## src/rtl/bsg_axil_demux_n_pkg.sv

```systemverilog
// Shared types and constants for the N-way AXI4-Lite address demultiplexer.
// The select index equal to the master count denotes the internal error target.
package bsg_axil_demux_pkg;

    typedef enum logic [1:0] {
        e_w_idle,
        e_w_fwd,
        e_w_resp
    } w_state_e;

    typedef enum logic [1:0] {
        e_r_idle,
        e_r_addr,
        e_r_data
    } r_state_e;

    localparam logic [1:0] axil_resp_okay   = 2'b00;
    localparam logic [1:0] axil_resp_decerr = 2'b11;

    // One extra select code is reserved for the DECERR target.
    function automatic int sel_width(input int num_m);
        return $clog2(num_m + 1);
    endfunction

endpackage

```

## src/rtl/bsg_axil_demux_n_if.sv

```systemverilog
// AXI4-Lite bundle with num_p lanes flattened per signal; lane i occupies slice i.
// The master modport issues requests, the slave modport answers them.
interface bsg_axil_demux_n_if #(
    parameter int num_p        = 1,
    parameter int addr_width_p = 32,
    parameter int data_width_p = 32
);

    logic [num_p*addr_width_p-1:0]     awaddr;
    logic [num_p*3-1:0]                awprot;
    logic [num_p-1:0]                  awvalid;
    logic [num_p-1:0]                  awready;

    logic [num_p*data_width_p-1:0]     wdata;
    logic [num_p*(data_width_p/8)-1:0] wstrb;
    logic [num_p-1:0]                  wvalid;
    logic [num_p-1:0]                  wready;

    logic [num_p*2-1:0]                bresp;
    logic [num_p-1:0]                  bvalid;
    logic [num_p-1:0]                  bready;

    logic [num_p*addr_width_p-1:0]     araddr;
    logic [num_p*3-1:0]                arprot;
    logic [num_p-1:0]                  arvalid;
    logic [num_p-1:0]                  arready;

    logic [num_p*data_width_p-1:0]     rdata;
    logic [num_p*2-1:0]                rresp;
    logic [num_p-1:0]                  rvalid;
    logic [num_p-1:0]                  rready;

    modport master (
        output awaddr, awprot, awvalid, input awready,
        output wdata, wstrb, wvalid,    input wready,
        input  bresp, bvalid,           output bready,
        output araddr, arprot, arvalid, input arready,
        input  rdata, rresp, rvalid,    output rready
    );

    modport slave (
        input  awaddr, awprot, awvalid, output awready,
        input  wdata, wstrb, wvalid,    output wready,
        output bresp, bvalid,           input bready,
        input  araddr, arprot, arvalid, output arready,
        output rdata, rresp, rvalid,    input rready
    );

endinterface

```

## src/rtl/bsg_axil_demux_n_addr_decode.sv

```systemverilog
// Combinational base/mask address decoder; the lowest matching port index wins,
// and a miss selects index num_m_p (the error target).
module bsg_axil_addr_decode
    import bsg_axil_demux_pkg::*;
#(
    parameter int num_m_p      = 2,
    parameter int addr_width_p = 32,
    parameter logic [num_m_p*addr_width_p-1:0] base_addr_p = {32'h2000_0000, 32'h1000_0000},
    parameter logic [num_m_p*addr_width_p-1:0] addr_mask_p = {32'hF000_0000, 32'hF000_0000},
    localparam int sel_width_lp = sel_width(num_m_p)
) (
    input  logic [addr_width_p-1:0] addr,
    output logic [sel_width_lp-1:0] sel,
    output logic                    hit
);

    // Scan from the top down so the lowest index that matches is the one left standing.
    always_comb begin
        sel = sel_width_lp'(num_m_p);
        hit = 1'b0;
        for (int i = num_m_p - 1; i >= 0; i--) begin
            if ((addr & addr_mask_p[i*addr_width_p +: addr_width_p])
                    == base_addr_p[i*addr_width_p +: addr_width_p]) begin
                sel = sel_width_lp'(i);
                hit = 1'b1;
            end
        end
    end

    // Two windows overlap when their bases agree on every bit both masks compare.
    for (genvar i = 0; i < num_m_p; i++) begin : g_ov_i
        for (genvar j = i + 1; j < num_m_p; j++) begin : g_ov_j
            if (((base_addr_p[i*addr_width_p +: addr_width_p] ^ base_addr_p[j*addr_width_p +: addr_width_p])
                  & addr_mask_p[i*addr_width_p +: addr_width_p]
                  & addr_mask_p[j*addr_width_p +: addr_width_p]) == '0) begin : g_warn
                $warning("bsg_axil_addr_decode: address windows of ports %0d and %0d overlap", i, j);
            end
        end
    end

endmodule

```

## src/rtl/bsg_axil_demux_n.sv

```systemverilog
// N-way AXI4-Lite demultiplexer: one slave port fanned out to num_m_p master ports by
// address, with independent read/write FSMs and an internal DECERR target for misses.
module bsg_axil_demux_n
    import bsg_axil_demux_pkg::*;
#(
    parameter int num_m_p      = 2,
    parameter int addr_width_p = 32,
    parameter int data_width_p = 32,
    parameter logic [num_m_p*addr_width_p-1:0] base_addr_p = {32'h2000_0000, 32'h1000_0000},
    parameter logic [num_m_p*addr_width_p-1:0] addr_mask_p = {32'hF000_0000, 32'hF000_0000},
    localparam int sel_width_lp = sel_width(num_m_p)
) (
    input  logic clk_i,
    input  logic reset_i,
    bsg_axil_demux_n_if.slave  s00_axil,
    bsg_axil_demux_n_if.master m_axil
);

    logic [sel_width_lp-1:0] aw_sel_dec, ar_sel_dec;
    logic                    aw_hit, ar_hit;

    bsg_axil_addr_decode #(
        .num_m_p(num_m_p), .addr_width_p(addr_width_p),
        .base_addr_p(base_addr_p), .addr_mask_p(addr_mask_p)
    ) aw_decode (
        .addr(s00_axil.awaddr), .sel(aw_sel_dec), .hit(aw_hit)
    );

    bsg_axil_addr_decode #(
        .num_m_p(num_m_p), .addr_width_p(addr_width_p),
        .base_addr_p(base_addr_p), .addr_mask_p(addr_mask_p)
    ) ar_decode (
        .addr(s00_axil.araddr), .sel(ar_sel_dec), .hit(ar_hit)
    );

    w_state_e                w_state_r, w_state_n;
    logic [sel_width_lp-1:0] w_sel_r;
    logic                    w_err_r;
    logic [addr_width_p-1:0] aw_addr_r;
    logic [2:0]              aw_prot_r;
    logic                    aw_done_r, aw_done_n;
    logic                    w_done_r, w_done_n;

    r_state_e                r_state_r, r_state_n;
    logic [sel_width_lp-1:0] r_sel_r;
    logic                    r_err_r;
    logic [addr_width_p-1:0] ar_addr_r;
    logic [2:0]              ar_prot_r;

    logic                    sel_awready, sel_wready, sel_bvalid;
    logic [1:0]              sel_bresp;
    logic                    sel_arready, sel_rvalid;
    logic [1:0]              sel_rresp;
    logic [data_width_p-1:0] sel_rdata;

    // Addresses and write data go to every port; only the selected lane sees valid.
    assign m_axil.awaddr = {num_m_p{aw_addr_r}};
    assign m_axil.awprot = {num_m_p{aw_prot_r}};
    assign m_axil.wdata  = {num_m_p{s00_axil.wdata}};
    assign m_axil.wstrb  = {num_m_p{s00_axil.wstrb}};
    assign m_axil.araddr = {num_m_p{ar_addr_r}};
    assign m_axil.arprot = {num_m_p{ar_prot_r}};

    always_comb begin
        sel_awready = 1'b0;
        sel_wready  = 1'b0;
        sel_bvalid  = 1'b0;
        sel_bresp   = axil_resp_okay;
        sel_arready = 1'b0;
        sel_rvalid  = 1'b0;
        sel_rresp   = axil_resp_okay;
        sel_rdata   = '0;
        for (int i = 0; i < num_m_p; i++) begin
            if (w_sel_r == sel_width_lp'(i)) begin
                sel_awready = m_axil.awready[i];
                sel_wready  = m_axil.wready[i];
                sel_bvalid  = m_axil.bvalid[i];
                sel_bresp   = m_axil.bresp[i*2 +: 2];
            end
            if (r_sel_r == sel_width_lp'(i)) begin
                sel_arready = m_axil.arready[i];
                sel_rvalid  = m_axil.rvalid[i];
                sel_rresp   = m_axil.rresp[i*2 +: 2];
                sel_rdata   = m_axil.rdata[i*data_width_p +: data_width_p];
            end
        end
    end

    always_ff @(posedge clk_i) begin
        if (reset_i) begin
            w_state_r <= e_w_idle;
            w_sel_r   <= '0;
            w_err_r   <= 1'b0;
            aw_addr_r <= '0;
            aw_prot_r <= '0;
            aw_done_r <= 1'b0;
            w_done_r  <= 1'b0;
        end else begin
            w_state_r <= w_state_n;
            aw_done_r <= aw_done_n;
            w_done_r  <= w_done_n;
            if (s00_axil.awvalid[0] && s00_axil.awready[0]) begin
                aw_addr_r <= s00_axil.awaddr;
                aw_prot_r <= s00_axil.awprot;
                w_sel_r   <= aw_sel_dec;
                w_err_r   <= !aw_hit;
            end
        end
    end

    // A miss marks the AW phase done at acceptance, so the error target only waits for W.
    always_comb begin
        w_state_n        = w_state_r;
        aw_done_n        = aw_done_r;
        w_done_n         = w_done_r;
        s00_axil.awready = 1'b0;
        s00_axil.wready  = 1'b0;
        s00_axil.bvalid  = 1'b0;
        s00_axil.bresp   = axil_resp_okay;
        m_axil.awvalid   = '0;
        m_axil.wvalid    = '0;
        m_axil.bready    = '0;
        unique case (w_state_r)
            e_w_idle: begin
                s00_axil.awready = !reset_i;
                if (s00_axil.awvalid[0] && !reset_i) begin
                    w_state_n = e_w_fwd;
                    aw_done_n = !aw_hit;
                    w_done_n  = 1'b0;
                end
            end
            e_w_fwd: begin
                for (int i = 0; i < num_m_p; i++) begin
                    if (w_sel_r == sel_width_lp'(i) && !w_err_r) begin
                        m_axil.awvalid[i] = !aw_done_r;
                        m_axil.wvalid[i]  = s00_axil.wvalid[0] && !w_done_r;
                    end
                end
                s00_axil.wready = !w_done_r && (w_err_r || sel_wready);
                if (!aw_done_r && !w_err_r && sel_awready)
                    aw_done_n = 1'b1;
                if (s00_axil.wvalid[0] && s00_axil.wready[0])
                    w_done_n = 1'b1;
                if (aw_done_n && w_done_n)
                    w_state_n = e_w_resp;
            end
            e_w_resp: begin
                s00_axil.bvalid = w_err_r || sel_bvalid;
                s00_axil.bresp  = w_err_r ? axil_resp_decerr : sel_bresp;
                for (int i = 0; i < num_m_p; i++) begin
                    m_axil.bready[i] = (w_sel_r == sel_width_lp'(i)) && !w_err_r && s00_axil.bready[0];
                end
                if (s00_axil.bvalid[0] && s00_axil.bready[0]) begin
                    w_state_n = e_w_idle;
                    aw_done_n = 1'b0;
                    w_done_n  = 1'b0;
                end
            end
            default: w_state_n = e_w_idle;
        endcase
    end

    always_ff @(posedge clk_i) begin
        if (reset_i) begin
            r_state_r <= e_r_idle;
            r_sel_r   <= '0;
            r_err_r   <= 1'b0;
            ar_addr_r <= '0;
            ar_prot_r <= '0;
        end else begin
            r_state_r <= r_state_n;
            if (s00_axil.arvalid[0] && s00_axil.arready[0]) begin
                ar_addr_r <= s00_axil.araddr;
                ar_prot_r <= s00_axil.arprot;
                r_sel_r   <= ar_sel_dec;
                r_err_r   <= !ar_hit;
            end
        end
    end

    always_comb begin
        r_state_n        = r_state_r;
        s00_axil.arready = 1'b0;
        s00_axil.rvalid  = 1'b0;
        s00_axil.rresp   = axil_resp_okay;
        s00_axil.rdata   = '0;
        m_axil.arvalid   = '0;
        m_axil.rready    = '0;
        unique case (r_state_r)
            e_r_idle: begin
                s00_axil.arready = !reset_i;
                if (s00_axil.arvalid[0] && !reset_i)
                    r_state_n = ar_hit ? e_r_addr : e_r_data;
            end
            e_r_addr: begin
                for (int i = 0; i < num_m_p; i++) begin
                    m_axil.arvalid[i] = (r_sel_r == sel_width_lp'(i));
                end
                if (sel_arready)
                    r_state_n = e_r_data;
            end
            e_r_data: begin
                s00_axil.rvalid = r_err_r || sel_rvalid;
                s00_axil.rresp  = r_err_r ? axil_resp_decerr : sel_rresp;
                s00_axil.rdata  = r_err_r ? '0 : sel_rdata;
                for (int i = 0; i < num_m_p; i++) begin
                    m_axil.rready[i] = (r_sel_r == sel_width_lp'(i)) && !r_err_r && s00_axil.rready[0];
                end
                if (s00_axil.rvalid[0] && s00_axil.rready[0])
                    r_state_n = e_r_idle;
            end
            default: r_state_n = e_r_idle;
        endcase
    end

    // A master raising a response while it is not the one being waited on is a protocol violation.
    always_ff @(posedge clk_i) begin
        if (!reset_i) begin
            for (int i = 0; i < num_m_p; i++) begin
                assert (!m_axil.bvalid[i]
                        || (w_state_r == e_w_resp && !w_err_r && w_sel_r == sel_width_lp'(i)));
                assert (!m_axil.rvalid[i]
                        || (r_state_r == e_r_data && !r_err_r && r_sel_r == sel_width_lp'(i)));
            end
        end
    end

endmodule

```

## src/flat_wrapper.sv

```systemverilog
// flat-port wrapper written by rule: the top's interface ports become plain ports
module bsg_axil_demux_n_flat import bsg_axil_demux_pkg::*;
#(
    parameter int num_m_p      = 2,
    parameter int addr_width_p = 32,
    parameter int data_width_p = 32,
    parameter logic [num_m_p*addr_width_p-1:0] base_addr_p = {32'h2000_0000, 32'h1000_0000},
    parameter logic [num_m_p*addr_width_p-1:0] addr_mask_p = {32'hF000_0000, 32'hF000_0000},
    localparam int sel_width_lp = sel_width(num_m_p)
)
  (clk_i, reset_i, s00_axil_awaddr, s00_axil_awprot, s00_axil_awvalid, s00_axil_awready, s00_axil_wdata, s00_axil_wstrb, s00_axil_wvalid, s00_axil_wready, s00_axil_bresp, s00_axil_bvalid, s00_axil_bready, s00_axil_araddr, s00_axil_arprot, s00_axil_arvalid, s00_axil_arready, s00_axil_rdata, s00_axil_rresp, s00_axil_rvalid, s00_axil_rready, m_axil_awaddr, m_axil_awprot, m_axil_awvalid, m_axil_awready, m_axil_wdata, m_axil_wstrb, m_axil_wvalid, m_axil_wready, m_axil_bresp, m_axil_bvalid, m_axil_bready, m_axil_araddr, m_axil_arprot, m_axil_arvalid, m_axil_arready, m_axil_rdata, m_axil_rresp, m_axil_rvalid, m_axil_rready);
  bsg_axil_demux_n_if #(.num_p(1), .addr_width_p(addr_width_p), .data_width_p(data_width_p)) s00_axil_i ();
  bsg_axil_demux_n_if #(.num_p(2), .addr_width_p(addr_width_p), .data_width_p(data_width_p)) m_axil_i ();
  input  logic clk_i;
  input  logic reset_i;
  input wire logic [$bits(s00_axil_i.awaddr)-1:0] s00_axil_awaddr;
  input wire logic [$bits(s00_axil_i.awprot)-1:0] s00_axil_awprot;
  input wire logic [$bits(s00_axil_i.awvalid)-1:0] s00_axil_awvalid;
  output wire logic [$bits(s00_axil_i.awready)-1:0] s00_axil_awready;
  input wire logic [$bits(s00_axil_i.wdata)-1:0] s00_axil_wdata;
  input wire logic [$bits(s00_axil_i.wstrb)-1:0] s00_axil_wstrb;
  input wire logic [$bits(s00_axil_i.wvalid)-1:0] s00_axil_wvalid;
  output wire logic [$bits(s00_axil_i.wready)-1:0] s00_axil_wready;
  output wire logic [$bits(s00_axil_i.bresp)-1:0] s00_axil_bresp;
  output wire logic [$bits(s00_axil_i.bvalid)-1:0] s00_axil_bvalid;
  input wire logic [$bits(s00_axil_i.bready)-1:0] s00_axil_bready;
  input wire logic [$bits(s00_axil_i.araddr)-1:0] s00_axil_araddr;
  input wire logic [$bits(s00_axil_i.arprot)-1:0] s00_axil_arprot;
  input wire logic [$bits(s00_axil_i.arvalid)-1:0] s00_axil_arvalid;
  output wire logic [$bits(s00_axil_i.arready)-1:0] s00_axil_arready;
  output wire logic [$bits(s00_axil_i.rdata)-1:0] s00_axil_rdata;
  output wire logic [$bits(s00_axil_i.rresp)-1:0] s00_axil_rresp;
  output wire logic [$bits(s00_axil_i.rvalid)-1:0] s00_axil_rvalid;
  input wire logic [$bits(s00_axil_i.rready)-1:0] s00_axil_rready;
  output wire logic [$bits(m_axil_i.awaddr)-1:0] m_axil_awaddr;
  output wire logic [$bits(m_axil_i.awprot)-1:0] m_axil_awprot;
  output wire logic [$bits(m_axil_i.awvalid)-1:0] m_axil_awvalid;
  input wire logic [$bits(m_axil_i.awready)-1:0] m_axil_awready;
  output wire logic [$bits(m_axil_i.wdata)-1:0] m_axil_wdata;
  output wire logic [$bits(m_axil_i.wstrb)-1:0] m_axil_wstrb;
  output wire logic [$bits(m_axil_i.wvalid)-1:0] m_axil_wvalid;
  input wire logic [$bits(m_axil_i.wready)-1:0] m_axil_wready;
  input wire logic [$bits(m_axil_i.bresp)-1:0] m_axil_bresp;
  input wire logic [$bits(m_axil_i.bvalid)-1:0] m_axil_bvalid;
  output wire logic [$bits(m_axil_i.bready)-1:0] m_axil_bready;
  output wire logic [$bits(m_axil_i.araddr)-1:0] m_axil_araddr;
  output wire logic [$bits(m_axil_i.arprot)-1:0] m_axil_arprot;
  output wire logic [$bits(m_axil_i.arvalid)-1:0] m_axil_arvalid;
  input wire logic [$bits(m_axil_i.arready)-1:0] m_axil_arready;
  input wire logic [$bits(m_axil_i.rdata)-1:0] m_axil_rdata;
  input wire logic [$bits(m_axil_i.rresp)-1:0] m_axil_rresp;
  input wire logic [$bits(m_axil_i.rvalid)-1:0] m_axil_rvalid;
  output wire logic [$bits(m_axil_i.rready)-1:0] m_axil_rready;
  assign s00_axil_i.awaddr = s00_axil_awaddr;
  assign s00_axil_i.awprot = s00_axil_awprot;
  assign s00_axil_i.awvalid = s00_axil_awvalid;
  assign s00_axil_awready = s00_axil_i.awready;
  assign s00_axil_i.wdata = s00_axil_wdata;
  assign s00_axil_i.wstrb = s00_axil_wstrb;
  assign s00_axil_i.wvalid = s00_axil_wvalid;
  assign s00_axil_wready = s00_axil_i.wready;
  assign s00_axil_bresp = s00_axil_i.bresp;
  assign s00_axil_bvalid = s00_axil_i.bvalid;
  assign s00_axil_i.bready = s00_axil_bready;
  assign s00_axil_i.araddr = s00_axil_araddr;
  assign s00_axil_i.arprot = s00_axil_arprot;
  assign s00_axil_i.arvalid = s00_axil_arvalid;
  assign s00_axil_arready = s00_axil_i.arready;
  assign s00_axil_rdata = s00_axil_i.rdata;
  assign s00_axil_rresp = s00_axil_i.rresp;
  assign s00_axil_rvalid = s00_axil_i.rvalid;
  assign s00_axil_i.rready = s00_axil_rready;
  assign m_axil_awaddr = m_axil_i.awaddr;
  assign m_axil_awprot = m_axil_i.awprot;
  assign m_axil_awvalid = m_axil_i.awvalid;
  assign m_axil_i.awready = m_axil_awready;
  assign m_axil_wdata = m_axil_i.wdata;
  assign m_axil_wstrb = m_axil_i.wstrb;
  assign m_axil_wvalid = m_axil_i.wvalid;
  assign m_axil_i.wready = m_axil_wready;
  assign m_axil_i.bresp = m_axil_bresp;
  assign m_axil_i.bvalid = m_axil_bvalid;
  assign m_axil_bready = m_axil_i.bready;
  assign m_axil_araddr = m_axil_i.araddr;
  assign m_axil_arprot = m_axil_i.arprot;
  assign m_axil_arvalid = m_axil_i.arvalid;
  assign m_axil_i.arready = m_axil_arready;
  assign m_axil_i.rdata = m_axil_rdata;
  assign m_axil_i.rresp = m_axil_rresp;
  assign m_axil_i.rvalid = m_axil_rvalid;
  assign m_axil_rready = m_axil_i.rready;
  bsg_axil_demux_n #(.num_m_p(num_m_p), .addr_width_p(addr_width_p), .data_width_p(data_width_p), .base_addr_p(base_addr_p), .addr_mask_p(addr_mask_p)) u_core (.clk_i(clk_i), .reset_i(reset_i), .s00_axil(s00_axil_i), .m_axil(m_axil_i));
endmodule
```

## config.mk

```make
export PLATFORM = sky130hd
export DESIGN_NAME = bsg_axil_demux_n_flat
export DESIGN_NICKNAME = d
export VERILOG_FILES = /design/src/rtl/bsg_axil_demux_n_pkg.sv /design/src/rtl/bsg_axil_demux_n_if.sv /design/src/rtl/bsg_axil_demux_n_addr_decode.sv /design/src/rtl/bsg_axil_demux_n.sv /design/src/flat_wrapper.sv
export SDC_FILE = /design/constraint.sdc
export NUM_CORES = 1
export LEC_CHECK = 0
export BUFFER_PORTS_ARGS = -buffer_cell sky130_fd_sc_hd__buf_4
export CAP_MARGIN = 15
export CORE_AREA = 4 4 178 180
export CTS_CLUSTER_SIZE = 28
export DETAILED_ROUTE_END_ITERATION = 6
export DIE_AREA = 0 0 182 184
export GPL_TIMING_DRIVEN = 0
export SETUP_SLACK_MARGIN = 0.5
export SLEW_MARGIN = 10
export SYNTH_ARGS = -nofsm -noshare
export SYNTH_HDL_FRONTEND = slang
export SYNTH_SLANG_ARGS = --single-unit
export TNS_END_PERCENT = 50
```

## constraint.sdc

```tcl
create_clock -name clk_i -period 2.6 [get_ports clk_i]
set_input_delay 0.52 -clock clk_i [delete_from_list [all_inputs] [get_ports clk_i]]
set_output_delay 0.52 -clock clk_i [all_outputs]
set_load 0.02 [all_outputs]
```

# After elaboration in Yosys (flattened, before gate mapping)
# Index checks and enable logic that the tools add are counted.
dict set report word_totals {
  memories 0
  latchBits 0
  ramBits 0
  register_bits 82
  mem_bits_ro 0
  output_inout_bits 263
}
dict set report classes {
  n_shift 0
  div_mod_pow 0
  bitwise 0
  muxes 62
  multipliers 0
  addsub 0
  magnitude_cmp 0
  n_eq_ne 16
  n_reduce_logical 38
}
# op n
set op_table {}
lappend op_table {{$mux 32} 4}
lappend op_table {{$mux 2} 24}
lappend op_table {{$mux 1} 30}
lappend op_table {{$logic_and 1x1->1} 20}
lappend op_table {{$ne 2x1->1 const B} 6}
lappend op_table {{$pmux 2 s3} 2}
lappend op_table {{$reduce_and 3->1} 3}
lappend op_table {{$eq 2x1->1 const B} 4}
lappend op_table {{$eq 4x1->1 const B} 2}
lappend op_table {{$eq 4x2->1 const B} 2}
lappend op_table {{$logic_not 2->1} 4}
lappend op_table {{$logic_not 1->1} 7}
lappend op_table {{$pmux 1 s3} 2}
lappend op_table {{$eq 2x2->1 const B} 2}
lappend op_table {{$logic_or 1x1->1} 3}
lappend op_table {{$reduce_bool 3->1} 1}

# Depth between registers and ports, before layout
dict set report logic_depth {
  depth_word 11
  ltp_mapped 7
}

# Modules after synthesis
# Synthesis repeated with hierarchy kept, for this count alone.
dict set report hier_totals {
  cells_unflattened 647
  area_unflattened_um2 4908.5
}
# mod n_inst cells_each seq_area_each_um2 area_each_um2
set modules_own_cells {}
lappend modules_own_cells {bsg_axil_demux_n 1 639 1641.6 4850.9}
lappend modules_own_cells {bsg_axil_addr_decode 2 4 0.0 28.8}

# Worst setup path after synthesis
# Ideal clock, no wire load.
dict set report synth_path {
  kind {register -> output}
  start {register u_core.r_sel_r[0]}
  end {output port m_axil_arvalid[0]}
  arrival_ns 1.507
  path_buffers 3
  t_required_ns 2.080
  stages_incl_launch_ff 5
  slack_ns 0.573
  cell_sequence {dfxtp_1 -> buf_2 -> buf_2 -> buf_2 -> nor4_1}
}
dict set report synth_via {
  elab_chain_len 2
}
# item line
set synth_lines {}
lappend synth_lines {{start, declared} bsg_axil_demux_n.sv:45} ;# logic [sel_width_lp-1:0] r_sel_r;
lappend synth_lines {{start signal, assigned} bsg_axil_demux_n.sv:175} ;# r_sel_r <= ar_sel_dec;
lappend synth_lines {{$logic_not 2->1} bsg_axil_demux_n.sv:197} ;# m_axil.arvalid[i] = (r_sel_r == sel_width_lp'(i));
lappend synth_lines {{$mux 2} bsg_axil_demux_n.sv:189} ;# unique case (r_state_r)
lappend synth_lines {{end, declared} flat_wrapper.sv:48} ;# output wire logic [$bits(m_axil_i.arvalid)-1:0] m_axil_arvalid;
# Every way passes these cells.

# Worst setup path in the final report
dict set report layout_path {
  start {register u_core.w_state_r[1]}
  end {output port m_axil_wvalid[1]}
}
dict set report layout_via {
  elab_chain_len 2
}
# item line
set layout_lines {}
lappend layout_lines {{start, declared} bsg_axil_demux_n.sv:36} ;# w_state_e w_state_r, w_state_n;
lappend layout_lines {{start signal, assigned} bsg_axil_demux_n.sv:91} ;# w_state_r <= e_w_idle;
lappend layout_lines {{start signal, assigned} bsg_axil_demux_n.sv:99} ;# w_state_r <= w_state_n;
lappend layout_lines {{$eq 2x1->1} bsg_axil_demux_n.sv:123} ;# unique case (w_state_r)
lappend layout_lines {{$mux 2} bsg_axil_demux_n.sv:123}
lappend layout_lines {{end, declared} flat_wrapper.sv:41} ;# output wire logic [$bits(m_axil_i.wvalid)-1:0] m_axil_wvalid;
# Every way passes these cells.

==> results_dict.tcl <==
set metrics [dict create \
    result_of_the_run "completed" \
    cp_data_required_time_ns 2.08 \
    layout_min_cycle_time_ns 2.248 \
    detailed_route_wire_length_um 24960 \
    worstSetupPathDepth 6 \
    post_synth_num_cell_types 44 \
    areaGrowthSynthToFinish_pct 92.16 \
    worst_ep_arrival_ns 1.73 \
    worst_path_dominant_cell_family "simple AND/OR/NAND/NOR gates" \
    number_of_vias_in_the_routed_layout 5704 \
    floorplan.initialDensity_pct 16.65 \
    slowest_delay_ns 0.52 \
    setup.worst_path.class "register to output pin" \
    grt_remaining_overflow 0 \
    avgViaCountPerCell 3.864 \
    synth-edff-count 0 \
    placed_cell_area_um2 8683 \
    postSynthRegisterBits 80 \
    place.port_buffers 421 \
    drtPass1Iterations 5 \
    gr-usage-all-layers_pct 13.71 \
    postLayoutCellArea_um2 9661 \
    setup_total_negative_slack_ns 0 \
    synthesis.yosys.warnings 0 \
    postSynthAreaPerCell_um2 7.942 \
    synth.net_count 833 \
    remaining_routing_drc_violations 0 \
    worst_path_max_delay_cell "sky130_fd_sc_hd__or4b_4" \
    dp_hpwl_um 21310 \
    r2r_end "u_core.ar_addr_r[6]" \
    clockRootBuffer "sky130_fd_sc_hd__clkbuf_16" \
    r2r-start "u_core.r_state_r[1]" \
    synth_most_common_cell "sky130_fd_sc_hd__buf_4" \
    pins_over_slew_limit 0 \
    yosys_most_used_dff "sky130_fd_sc_hd__dfxtp_1" \
    placement_rows 64 \
    timing.reg2reg.setup_slack_ns 0.66 \
    finalCritPeriodShare_pct 86.47 \
    synth_area_leaders "sky130_fd_sc_hd__dfxtp_1 32%, sky130_fd_sc_hd__buf_4 22%, sky130_fd_sc_hd__nand2b_1 9.3%" \
    synth.top_cells.by_count "144 x sky130_fd_sc_hd__buf_4, 80 x sky130_fd_sc_hd__dfxtp_1, 76 x sky130_fd_sc_hd__nand2_1" \
    max_freq_mhz 444.8 \
    synth-async-reset-ratio_pct 0 \
    tritoncts_clock_tree "done" \
    grt_antenna_before_repair 2 \
    ff2ff_path_depth 5 \
    crit_path_end "m_axil_wvalid[1]" \
    vias_in_the_first_global_route 5780 \
    crit_fanout 6 \
    die_h_um 184 \
    timing.final.setup_violations 0 \
    hold_viol_final 0 \
    drt-wirelength-per-cell_um 16.91 \
    p_leak_nw 4.559 \
    max-cap-violations 0 \
    syn_inst 633 \
    grt_pass1_wl_um 34990 \
    cp_cell_sequence "inv_2, ha_4, inv_6, or4b_4, nor2_4, buf_6" \
    synth_top_area_cell "sky130_fd_sc_hd__dfxtp_1" \
    clock_path_buffers 2 \
    routabilityCongestion 0.8093 \
    worst_ir_drop_vdd_mv 0.3196 \
    die_x_um 182 \
    synth_top_cell_area_share_pct 31.86 \
    route.antenna.remaining_nets 0 \
    grt_max_degree 15 \
    crit_start "u_core.w_state_r[1]" \
    proportion_of_layout_cells_with_a_drive_suffix_above_1_pct 62.62 \
    sequential_element_share_of_the_synthesized_area_pct 31.86 \
    cp.buffers_inverters 3 \
    clk-insertion-delay-late_ns 0.34 \
    fin_worst_skew_ns 0.006346 \
    mappedNetlistArea_um2 5027 \
    power.density_nw_per_um2 552.4 \
    floorplan.core_area_um2 30190 \
    cts.sinks 80 \
    grt_setup_unrepaired "yes" \
    relative_max_transition_margin_pct 48.87 \
    register_clock_pin_slew_on_the_reported_worst_setup_and_hold_paths_ns 0.07 \
    numCtsBuffers 9 \
    critical_path.startpoint_type "register" \
    die-area_um2 33490 \
    htree_levels 3 \
    boundaryPins 458 \
    drt-initial-drc-count 209 \
    worst_pin_slew_ns 0.7628 \
    min_path_type "primary input to register" \
    nets 1273 \
    crit_path_end_kind "output pin" \
    post_cts_hold_buffer_count 0 \
]
-- worst min path at each step --
stage                         start              endpoint  cells after the start
2_1_floorplan   u_core.w_state_r[0]   u_core.w_state_r[0]                      2
3_3_place_gp   u_core.aw_addr_r[14]  u_core.aw_addr_r[14]                      2
3_5_place_dp    u_core.aw_addr_r[9]   u_core.aw_addr_r[9]                      2
4_1_cts         s00_axil_araddr[13]  u_core.ar_addr_r[13]                      3
5_1_grt         s00_axil_araddr[12]  u_core.ar_addr_r[12]                      3
6_report         s00_axil_araddr[4]   u_core.ar_addr_r[4]                      3
-- metal layers --
metal  up-vias  global-route usage, %  part of all wire [%]
li1       2806                      -                     -
met1      2593                  13.60                    33
met2       277                  26.81                    56
met3        26                  3.779                   8.1
met4         2                  5.494                   3.1
met5         -                      0                 0.080
-- registers in the layout, indices dropped and copies added, names as in the netlist --
register          flops
u_core.w_done_r       1
u_core.r_state_r      2
u_core.w_state_r      2
u_core.aw_addr_r     32
u_core.w_sel_r        2
u_core.aw_done_r      1
u_core.r_sel_r        2
u_core.aw_prot_r      3
u_core.ar_prot_r      3
u_core.ar_addr_r     32
-- final cells by class --
type                            instances  area (um2)
Sequential cell                        80        1605
Tap cell                              396       495.5
Timing Repair Buffer                  429        3332
Fill cell                            3166       20530
Antenna cell                            2       5.005
Clock buffer                           10       239.0
Multi-Input combinational cell        364        2472
Clock inverter                          6       92.59
Inverter                               10       42.54
Buffer                                179        1376
-- cells in the final DEF (no fill, tap or decap), types with 3 or more instances in the layout --
| master | synthesis | layout |
|---|---|---|
| sky130_fd_sc_hd__nor4_1 | 4 | 4 |
| sky130_fd_sc_hd__buf_6 | 1 | 28 |
| sky130_fd_sc_hd__buf_12 | 0 | 7 |
| sky130_fd_sc_hd__nor2_4 | 0 | 22 |
| sky130_fd_sc_hd__clkbuf_1 | 13 | 11 |
| sky130_fd_sc_hd__a21oi_1 | 5 | 5 |
| sky130_fd_sc_hd__nor2_1 | 40 | 9 |
| sky130_fd_sc_hd__mux2i_1 | 35 | 23 |
| sky130_fd_sc_hd__dfxtp_2 | 0 | 3 |
| sky130_fd_sc_hd__nor2b_1 | 5 | 5 |
| sky130_fd_sc_hd__o21ai_0 | 31 | 31 |
| sky130_fd_sc_hd__o21a_1 | 4 | 4 |
| sky130_fd_sc_hd__nor2_2 | 0 | 9 |
| sky130_fd_sc_hd__clkbuf_16 | 0 | 10 |
| sky130_fd_sc_hd__inv_1 | 8 | 7 |
| sky130_fd_sc_hd__ha_1 | 5 | 4 |
| sky130_fd_sc_hd__mux2i_4 | 0 | 8 |
| sky130_fd_sc_hd__buf_2 | 20 | 13 |
| sky130_fd_sc_hd__mux2i_2 | 0 | 4 |
| sky130_fd_sc_hd__and2_1 | 3 | 3 |
| sky130_fd_sc_hd__nand2b_1 | 75 | 75 |
| sky130_fd_sc_hd__o211ai_1 | 3 | 3 |
| sky130_fd_sc_hd__dfxtp_1 | 80 | 77 |
| sky130_fd_sc_hd__o21ai_1 | 42 | 42 |
| sky130_fd_sc_hd__nand2_1 | 76 | 76 |
| sky130_fd_sc_hd__buf_4 | 144 | 546 |
| sky130_fd_sc_hd__nor3_1 | 7 | 7 |
-- logic make-up after synthesis --
| kind of cell | share of synthesized area, % |
|---|---|
| AND/OR/NAND/NOR | 21.70 |
| flip-flops | 31.86 |
| buffers and inverters | 25.51 |
| adder cells (fa/ha/maj) | 1.244 |
| multiplexers | 8.014 |
| XOR/XNOR | 0.3485 |
| AO/OA/AOI/OAI | 11.32 |
-- timing repair --
item / 4_1_cts / 5_1_grt
gates cloned: 0 / 1
setup endpoints to repair: 41 / 65
buffers inserted: 3 / 4
pin swaps: 0 / 12
resized for setup: 72 / 75
-- power breakdown --
part	switching, mW	internal [mW]	leakage, nW	total [mW]
Sequential	0.170	1.40	0.661	1.57
Combinational	1.18	1.19	3.74	2.37
Clock	0.528	0.871	0.155	1.40
Total	1.88	3.45	4.56	5.34
-- worst register-to-register path, cell delays in order (launching register included) --
cell and delay [ns]:
sky130_fd_sc_hd__dfxtp_2 0.31, sky130_fd_sc_hd__buf_6 0.11, sky130_fd_sc_hd__buf_4 0.15, sky130_fd_sc_hd__nor3_2 0.64, sky130_fd_sc_hd__clkbuf_1 0.43, sky130_fd_sc_hd__o21ai_0 0.16
-- through the flow --
stage / power (mW) / utilization, % / instances / setup WS (ns) / hold slack (ns)
after floorplan: 2.795 / - / 633 / 0.5727 / 0.4857
after global placement: 3.781 / 28.76 / 1450 / 0.1961 / 0.4729
after detailed placement: 3.809 / 28.76 / 1450 / 0.1684 / 0.4771
after CTS: 5.301 / 30.81 / 1469 / 0.3017 / 0.3523
after global routing: 5.633 / 32.00 / 1476 / 0.2800 / 0.3613
final: 5.336 / 32.00 / 1476 / 0.3518 / 0.3733
(Power assumes the default switching activity.)
